`config.mk`:
```
export PLATFORM = sky130hd
export DESIGN_NAME = grad_mux_sequencer
export DESIGN_NICKNAME = d
export VERILOG_FILES = /design/src/rtl/grad_mux_sequencer.sv
export SDC_FILE = /design/constraint.sdc
export NUM_CORES = 1
export LEC_CHECK = 0
export BUFFER_PORTS_ARGS = -buffer_cell sky130_fd_sc_hd__buf_2
export CORE_UTILIZATION = 30
export CTS_CLUSTER_SIZE = 30
export DETAILED_ROUTE_END_ITERATION = 8
export GPL_ROUTABILITY_DRIVEN = 0
export HOLD_SLACK_MARGIN = 0.05
export PLACE_DENSITY = 0.51
export SYNTH_ARGS = -nofsm -noshare
export SYNTH_HDL_FRONTEND = slang
export SYNTH_SLANG_ARGS = --single-unit
```
`constraint.sdc`:
```
create_clock -name clk -period 2.49 [get_ports clk]
set_input_delay 0.3735 -clock clk [delete_from_list [all_inputs] [get_ports clk]]
set_output_delay 0.3735 -clock clk [all_outputs]
set_load 0.05 [all_outputs]
```
`src/rtl/grad_mux_sequencer.sv`:
```
// Break-before-make valve sequencer for the 4-outlet gradient MUX.
// Each enabled lane is served in ascending order: all valves closed for a settle interval, then one lane filled.
module grad_mux_sequencer #(
  parameter int DWELL_W  = 16,
  parameter int SETTLE_W = 8
) (
  input  logic                clk,
  input  logic                rst_n,
  input  logic                start,
  input  logic                abort,
  input  logic [3:0]          lane_mask,
  input  logic [DWELL_W-1:0]  dwell_cycles,
  input  logic [SETTLE_W-1:0] settle_cycles,
  output logic                cpb1_1,
  output logic                cpb1_2,
  output logic                cpb2_1,
  output logic                cpb2_2,
  output logic                src_en,
  output logic                busy,
  output logic [1:0]          lane,
  output logic                lane_valid,
  output logic                done
);

  localparam int CNT_W = (DWELL_W > SETTLE_W) ? DWELL_W : SETTLE_W;

  typedef enum logic [1:0] {
    ST_IDLE   = 2'd0,
    ST_SETTLE = 2'd1,
    ST_FILL   = 2'd2,
    ST_DONE   = 2'd3
  } state_t;

  state_t              state_r, state_s;
  logic [3:0]          mask_r, mask_s;
  logic [DWELL_W-1:0]  dwell_r, dwell_s;
  logic [SETTLE_W-1:0] settle_r, settle_s;
  logic [1:0]          lane_r, lane_s;
  logic [CNT_W-1:0]    cnt_r, cnt_s;
  logic [2:0]          find_s;

  logic [3:0] valves_s;
  logic       src_en_s;
  logic       busy_s;
  logic [1:0] lane_out_s;
  logic       lane_valid_s;
  logic       done_s;

  // Lowest set bit of mask at or above position from; bit 2 flags that one was found.
  function automatic logic [2:0] find_lane(input logic [3:0] mask, input logic [2:0] from);
    logic [2:0] res;
    res = 3'b000;
    for (int i = 3; i >= 0; i--) begin
      if ((i >= int'(from)) && mask[i]) begin
        res = {1'b1, 2'(i)};
      end
    end
    return res;
  endfunction

  // Counters hold "cycles remaining minus one", so a zero request still yields one cycle.
  function automatic logic [CNT_W-1:0] settle_load(input logic [SETTLE_W-1:0] s);
    if (s == {SETTLE_W{1'b0}}) begin
      return {CNT_W{1'b0}};
    end else begin
      return CNT_W'(s - SETTLE_W'(1));
    end
  endfunction

  function automatic logic [CNT_W-1:0] dwell_load(input logic [DWELL_W-1:0] d);
    if (d == {DWELL_W{1'b0}}) begin
      return {CNT_W{1'b0}};
    end else begin
      return CNT_W'(d - DWELL_W'(1));
    end
  endfunction

  // State and latched-run registers.
  always_ff @(posedge clk or negedge rst_n) begin
    if (!rst_n) begin
      state_r  <= ST_IDLE;
      mask_r   <= 4'b0000;
      dwell_r  <= {DWELL_W{1'b0}};
      settle_r <= {SETTLE_W{1'b0}};
      lane_r   <= 2'd0;
      cnt_r    <= {CNT_W{1'b0}};
    end else begin
      state_r  <= state_s;
      mask_r   <= mask_s;
      dwell_r  <= dwell_s;
      settle_r <= settle_s;
      lane_r   <= lane_s;
      cnt_r    <= cnt_s;
    end
  end

  // Next-state, lane selection and counter control.
  always_comb begin
    state_s  = state_r;
    mask_s   = mask_r;
    dwell_s  = dwell_r;
    settle_s = settle_r;
    lane_s   = lane_r;
    cnt_s    = cnt_r;
    find_s   = 3'b000;
    if (abort) begin
      state_s = ST_IDLE;
    end else begin
      case (state_r)
        ST_IDLE: begin
          if (start) begin
            mask_s   = lane_mask;
            dwell_s  = dwell_cycles;
            settle_s = settle_cycles;
            find_s   = find_lane(lane_mask, 3'd0);
            if (find_s[2]) begin
              state_s = ST_SETTLE;
              lane_s  = find_s[1:0];
              cnt_s   = settle_load(settle_cycles);
            end else begin
              state_s = ST_DONE;
            end
          end else begin
            state_s = ST_IDLE;
          end
        end
        ST_SETTLE: begin
          if (cnt_r == {CNT_W{1'b0}}) begin
            state_s = ST_FILL;
            cnt_s   = dwell_load(dwell_r);
          end else begin
            cnt_s = cnt_r - CNT_W'(1);
          end
        end
        ST_FILL: begin
          if (cnt_r == {CNT_W{1'b0}}) begin
            find_s = find_lane(mask_r, {1'b0, lane_r} + 3'd1);
            if (find_s[2]) begin
              state_s = ST_SETTLE;
              lane_s  = find_s[1:0];
              cnt_s   = settle_load(settle_r);
            end else begin
              state_s = ST_DONE;
            end
          end else begin
            cnt_s = cnt_r - CNT_W'(1);
          end
        end
        ST_DONE: begin
          state_s = ST_IDLE;
        end
        default: begin
          state_s = ST_IDLE;
        end
      endcase
    end
  end

  // Moore output decode of the upcoming state; valves default to closed.
  always_comb begin
    valves_s     = 4'b1111;
    src_en_s     = 1'b0;
    busy_s       = 1'b0;
    lane_out_s   = 2'd0;
    lane_valid_s = 1'b0;
    done_s       = 1'b0;
    case (state_s)
      ST_FILL: begin
        valves_s     = {lane_s[1], ~lane_s[1], lane_s[0], ~lane_s[0]};
        src_en_s     = 1'b1;
        busy_s       = 1'b1;
        lane_out_s   = lane_s;
        lane_valid_s = 1'b1;
      end
      ST_SETTLE: begin
        busy_s = 1'b1;
      end
      ST_DONE: begin
        done_s = 1'b1;
      end
      ST_IDLE: begin
        busy_s = 1'b0;
      end
      default: begin
        busy_s = 1'b0;
      end
    endcase
  end

  // Output registers; reset drives every valve closed.
  always_ff @(posedge clk or negedge rst_n) begin
    if (!rst_n) begin
      cpb1_1     <= 1'b1;
      cpb1_2     <= 1'b1;
      cpb2_1     <= 1'b1;
      cpb2_2     <= 1'b1;
      src_en     <= 1'b0;
      busy       <= 1'b0;
      lane       <= 2'd0;
      lane_valid <= 1'b0;
      done       <= 1'b0;
    end else begin
      cpb1_1     <= valves_s[3];
      cpb1_2     <= valves_s[2];
      cpb2_1     <= valves_s[1];
      cpb2_2     <= valves_s[0];
      src_en     <= src_en_s;
      busy       <= busy_s;
      lane       <= lane_out_s;
      lane_valid <= lane_valid_s;
      done       <= done_s;
    end
  end

endmodule

```
After elaboration in Yosys (flattened, before gate mapping)
Cells that the tools add are included.
{"block": "word_totals", "ff_bits": 57, "in_bits": 32, "output_inout_bits": 10, "word_cells": 89}
{"block": "op_classes", "n_addsub": 5, "order_cmp": 4, "n_eq_ne": 9, "muxes": 41, "bitwise": 3, "n_reduce_logical": 13}
{"cell": "16-bit two-way mux", "count": 8}
{"cell": "16-bit one-hot mux with 3 select lines", "count": 1}
{"cell": "3-bit two-way mux", "count": 14}
{"cell": "16-bit zero test", "count": 2}
{"cell": "16-bit by 1-bit subtractor with 16-bit output (second input constant)", "count": 2}
{"cell": "2-bit two-way mux", "count": 12}
{"cell": "8-bit by 1-bit subtractor with 9-bit output (second input constant)", "count": 2}
{"cell": "8-bit zero test", "count": 2}
{"cell": "2-bit equality test (second input constant)", "count": 4}
{"cell": "2-bit one-hot mux with 4 select lines", "count": 1}
{"cell": "1-bit by 3-bit >= comparator with 1-bit output (first input constant)", "count": 2}
{"cell": "2-bit by 3-bit >= comparator with 1-bit output (first input constant)", "count": 2}
{"cell": "5-bit AND reduction", "count": 1}
{"cell": "2-bit by 1-bit equality test with 1-bit output (second input constant)", "count": 2}
{"cell": "1-bit logical AND", "count": 4}
{"cell": "4-bit two-way mux", "count": 1}
{"cell": "2-bit inequality test (second input constant)", "count": 2}
{"cell": "2-bit one-hot mux with 2 select lines", "count": 1}
{"cell": "2-bit by 1-bit adder with 3-bit output (second input constant)", "count": 1}
{"cell": "1-bit two-way mux", "count": 3}
{"cell": "3-bit inequality test (second input constant)", "count": 1}
{"cell": "1-bit NOT", "count": 3}
{"cell": "3-bit AND reduction", "count": 1}
{"cell": "3-bit nonzero test", "count": 1}
{"cell": "2 further kinds", "count": 2}

Depth between registers and ports, before layout
{"block": "logic_depth", "ltp_word": 17, "ltp_mapped": 10}

Worst setup path before layout
OpenSTA, ideal clock, no wires.
{"block": "synth_path", "kind": "reg-to-reg", "start": "register cnt_r[4]", "end": "register cpb2_2", "setup_time_ns": 0.077, "arrival_time_ns": 2.606, "t_required_ns": 2.413, "slack_ns": -0.194, "stages_incl_launch_ff": 10, "path_cell_list": "dfrtp_1 > buf_2 > or4_1 > buf_2 > nor4_4 > buf_2 > o21ai_0 > o22ai_1 > ha_1 > a21bo_2"}
{"block": "synth_between", "elab_chain_cells": 6}
{"element": "from (decl)", "line_no": "39", "rtl": "logic [CNT_W-1:0] cnt_r, cnt_s;"}
{"element": "from (signal assigned)", "line_no": "86", "rtl": "cnt_r <= {CNT_W{1'b0}};"}
{"element": "from (signal assigned)", "line_no": "93", "rtl": "cnt_r <= cnt_s;"}
{"element": "16-bit zero test *", "line_no": "128, 136"}
{"element": "2-bit two-way mux (on tied branches)", "line_no": "136, 128"}
{"element": "2-bit one-hot mux with 4 select lines *", "line_no": "109", "rtl": "case (state_r)"}
{"element": "2-bit two-way mux *", "line_no": "106", "rtl": "if (abort) begin"}
{"element": "named net state_s[1]", "line_no": "34", "rtl": "state_t state_r, state_s;"}
{"element": "2-bit equality test *", "line_no": "167", "rtl": "case (state_s)"}
{"element": "4-bit two-way mux *", "line_no": "167"}
{"element": "named net valves_s[0]", "line_no": "42", "rtl": "logic [3:0] valves_s;"}
{"element": "to (signal assigned)", "line_no": "206", "rtl": "cpb2_2 <= valves_s[0];"}
{"element": "to (decl)", "line_no": "17", "rtl": "output logic cpb2_2,"}
The timed path passes the listed nets; every way through them passes the cells marked *.
A chain may end at the register's enable or synchronous reset.

Worst setup path in the final report
{"block": "layout_path", "start": "register cnt_r[0]", "end": "register cnt_r[4]"}
{"block": "layout_between", "elab_chain_cells": 3}
{"element": "16-bit by 1-bit subtractor with 16-bit output or 16-bit zero test (tied branches)"}
{"element": "16-bit two-way mux, or another cell as far along", "line_no": "136", "rtl": "if (cnt_r == {CNT_W{1'b0}}) begin"}
{"element": "16-bit one-hot mux with 3 select lines or 5-bit AND reduction (tied branches)"}
Several ways; a longest one is shown, not always the timed one.

==> impl_metrics.toml <==
[setup_path]
cp_max_fo = 9
path_buf_inv = 3
reg2reg_depth = 9
end_kind = "register"
cp_num_cells = 9
endpoint = "cnt_r[4]"
rrSetupSlack_ns = 0.11
cp-startpoint = "cnt_r[0]"
crit_family = "simple AND/OR/NAND/NOR gates"
crit_required_ns = 2.71
rr_startpoint = "cnt_r[0]"
crit_slowest_cell = "or4b_4"
setup.worst_path.start_class = "register"
path_cells = "inv_2 -> ha_2 -> or4b_4 -> nor4_4 -> buf_4 -> a41o_4 -> buf_4 -> a21oi_1 -> a31oi_1"
critPathMaxStageDelay_ns = 0.50
crit_top_cell = "buf_4"
reg2reg_to = "cnt_r[4]"
arrival_ns = 2.59
worstSetupPathType = "reg -> reg"

[power_and_ir_drop]
peakVddDrop_v = 0.0005037
p_seq_frac = 0.392
clock_power_share = 0.274
sw_frac_of_total = 0.3353
p_per_area_nw_per_um2 = 626.1
p_leak_nw = 1.999
comb_power_share = 0.334
internal_power_mw = 2.010
switching_power_mw = 1.014

[finish]
final_cells = 660
finish.utilization = 0.4005
n_antenna_cell = 0
drive_gt1_frac = 0.3496
areaGrowthSynthToFinish_pct = 29.17
fill_cells = 1202
finalInstanceArea_um2 = 4831
nets = 537

[sta]
slew-limit-headroom = 0.5722
worst_slew_pin_slew_ns = 0.6417
period_share = 0.9546
holdWs_ns = 0.09245
max_freq_mhz = 420.7
skew_ns = 0.006817
rsz0062_at_grt = "no"
fin_crit_ns = 2.377
setup_viol = 0
slew_violations = 0
final-hold-violation-count = 0

[global_routing]
grt_pass1_vias = 3342
grt_usage = 0.1728
antenna_found_initial = 0
grt_max_degree = 32
grt_overflow = 0
grt_pass1_wl_mm = 17.46

[yosys]
yosysTopAreaCellShare = 0.3479
yosysTopAreaCell = "dfrtp_1"
synth_edf_count = 0
synth-async-reset-ratio = 1.000
yosys_warnings = 0
avgSynthCellArea_um2 = 9.350
yosys-top-cells-area = "dfrtp_1 (35%), mux2_2 (7.5%), ha_1 (4.7%)"
synth.distinct_cells = 61
synth-seq-area-share = 0.3760
synth_fa_ha_area_frac = 0.04684
synthCells = 400
synth_fp_nets = 446
synth_compound_area_frac = 0.2071
synth_top_family_by_area = "compound AO/OA/AOI/OAI gates"
synth-main-ff-cell = "dfrtp_1"
synth-xor-area-share = 0.04918
synth_area_um2 = 3740
yosys.area_share.simple = 0.2061
synth-seq-cells = 56
synth_mux_area_frac = 0.07528

[placement]
portBuffers = 41
placed_area_um2 = 4519
placed_cells = 645
dp.final_hpwl_mm = 8.467

[flow_run]
drv_cap = 0

[drt]
routed_wl_mm = 10.73
via_per_inst = 5.283
antenna_left = 0
wire_per_inst_um = 16.26
drc_errors = 0
drt_iter0_markers = 178
firstDrtPassIters = 7
via_count = 3487

[floorplan]
dieWidth_um = 113.7
io_pins = 42
core_area_um2 = 12060
initial_core_util = 0.3101
die_h_um = 113.7
rows = 40
die-area_um2 = 12920

[clock_network]
cts_tree = "built"
path_clk_slew_ns = 0.08
root_buffer = "clkbuf_16"
clock-sinks = 56
numCtsBuffers = 5
htreeDepth = 2
ctsHoldBuffers = 0
clk_latency_ns = 0.30
cts_buffer_depth = 2

[worst_hold_path]
hold_path_class = "in -> async"

[run_status]
outcome = "complete, no violations"
## cells in the mapped netlist (all sizes together) (3+ instances only)
cell type	instances
a31oi	7
o21bai	3
o21ai	17
dfrtp	52
a21oi	18
inv	17
nor2	35
buf	8
a311oi	3
ha	14
o221ai	4
mux2	25
o41ai	4
or4	12
nor4b	3
nand4	8
a211oi	10
nor3	13
nand2	25
or3	5
nor4	10
a21o	6
a221oi	4
clkbuf	11
nand3	9
dfstp	4
o211ai	5
xor2	10
or4b	6
xnor2	11
nor2b	5
o31ai	5
## state kept, by name (all words and copies together) (netlist names), 2 cells and up
name	cells
lane_r	2
settle_r	8
mask_r	3
lane	2
dwell_r	16
state_r	2
cnt_r	16
## cell families after synthesis
group                      count (synthesis)
AOI/OAI and AO/OA                        109
xor gates and xnor gates                  21
adders and majority gates                 14
muxes                                     25
and+or+nand+nor                          139
buffers and inverters                     36
DFF                                       56
## through the flow
stage	total power [mW]	setup TNS, ns	setup WS [ns]
CTS	2.999	0	0.01121
global route	3.205	0	0.002600
detailed placement	2.157	0	0.001273
finish	3.024	0	0.1131
global placement	2.146	0	0.04741
floorplan	1.741	-0.003550	-0.003550
## what timing repair did
action                                  in CTS  in global routing
resized for setup                            2                 18
pin swaps                                    0                  6
endpoints found under the setup margin       2                 22
hold endpoints to repair                     0                  0
buffers inserted                             0                  7
## worst reg2reg max path, stage by stage, from the launching register on
cell and delay [ns]:
dfrtp_1 0.40, inv_2 0.06, ha_2 0.17, or4b_4 0.50
nor4_4 0.22, buf_4 0.21, a41o_4 0.28, buf_4 0.19
a21oi_1 0.05, a31oi_1 0.21
## power groups by stage
| stage | Clock (mW) | Combinational, mW | Sequential (mW) |
|---|---|---|---|
| 2_1_floorplan | 0 | 0.537 | 1.20 |
| 5_1_grt | 0.888 | 1.11 | 1.21 |
| 6_report | 0.829 | 1.01 | 1.18 |
| 4_1_cts | 0.852 | 0.967 | 1.18 |
| 3_3_place_gp | 0 | 0.949 | 1.20 |
| 3_5_place_dp | 0 | 0.957 | 1.20 |
## how the worst min path moves through the flow
stage,start,end,slack [ns],cells past startpoint
CTS,rst_n,dwell_r[15],0.11,1
finish,rst_n,dwell_r[9],0.09,1
floorplan,rst_n,busy,0.08,0
detailed placement,rst_n,dwell_r[5],0.44,1
global route,rst_n,dwell_r[9],0.14,1
global placement,rst_n,dwell_r[7],0.42,1
## area by class of cell
cell class	count	area, µm²	share of cell area
multi-input cells	308	2296	0.4753
flip-flops and latches	56	1406	0.2911
repair buffers	103	683.2	0.1414
well taps	168	210.2	0.04351
clock buffers	5	125.1	0.02590
inverters	17	63.81	0.01321
clock inverters	3	46.29	0.009583
## cells in the final DEF (no fill, tap or decap), types with 3 or more instances in the layout
master,synthesis,layout
nand3_1,9,9
nor2b_1,5,5
inv_1,17,13
xnor2_1,11,11
o211ai_1,5,5
mux2_2,25,25
or4_4,0,4
xor2_1,10,10
o31ai_1,5,4
a311oi_1,3,3
a21oi_1,18,18
dfstp_2,4,4
or4b_2,4,4
or3_1,5,5
nor4b_1,3,3
o221ai_1,4,4
a211oi_1,10,9
o41ai_1,4,4
clkbuf_16,0,5
or4_1,12,8
nor3_1,12,12
nand4_1,8,8
a221oi_1,4,4
o21bai_1,3,3
ha_1,14,11
a31oi_1,7,7
dfrtp_1,52,52
nor4_1,8,6
o21ai_0,16,15
a21o_1,6,6
buf_2,4,41
inv_2,0,4
nand2_1,25,25
nor2_1,35,35
buf_4,2,61
## routing by layer
layer  vias up  global-route usage  wire length (µm)
met3        12             0.03188               501
met4         0             0.06053               201
met2        77              0.2756              5043
met5         -                   0                 0
li1       1703                   -                 -
met1      1695              0.2345              4985
No activity file was read; power rests on OpenSTA's default activity.
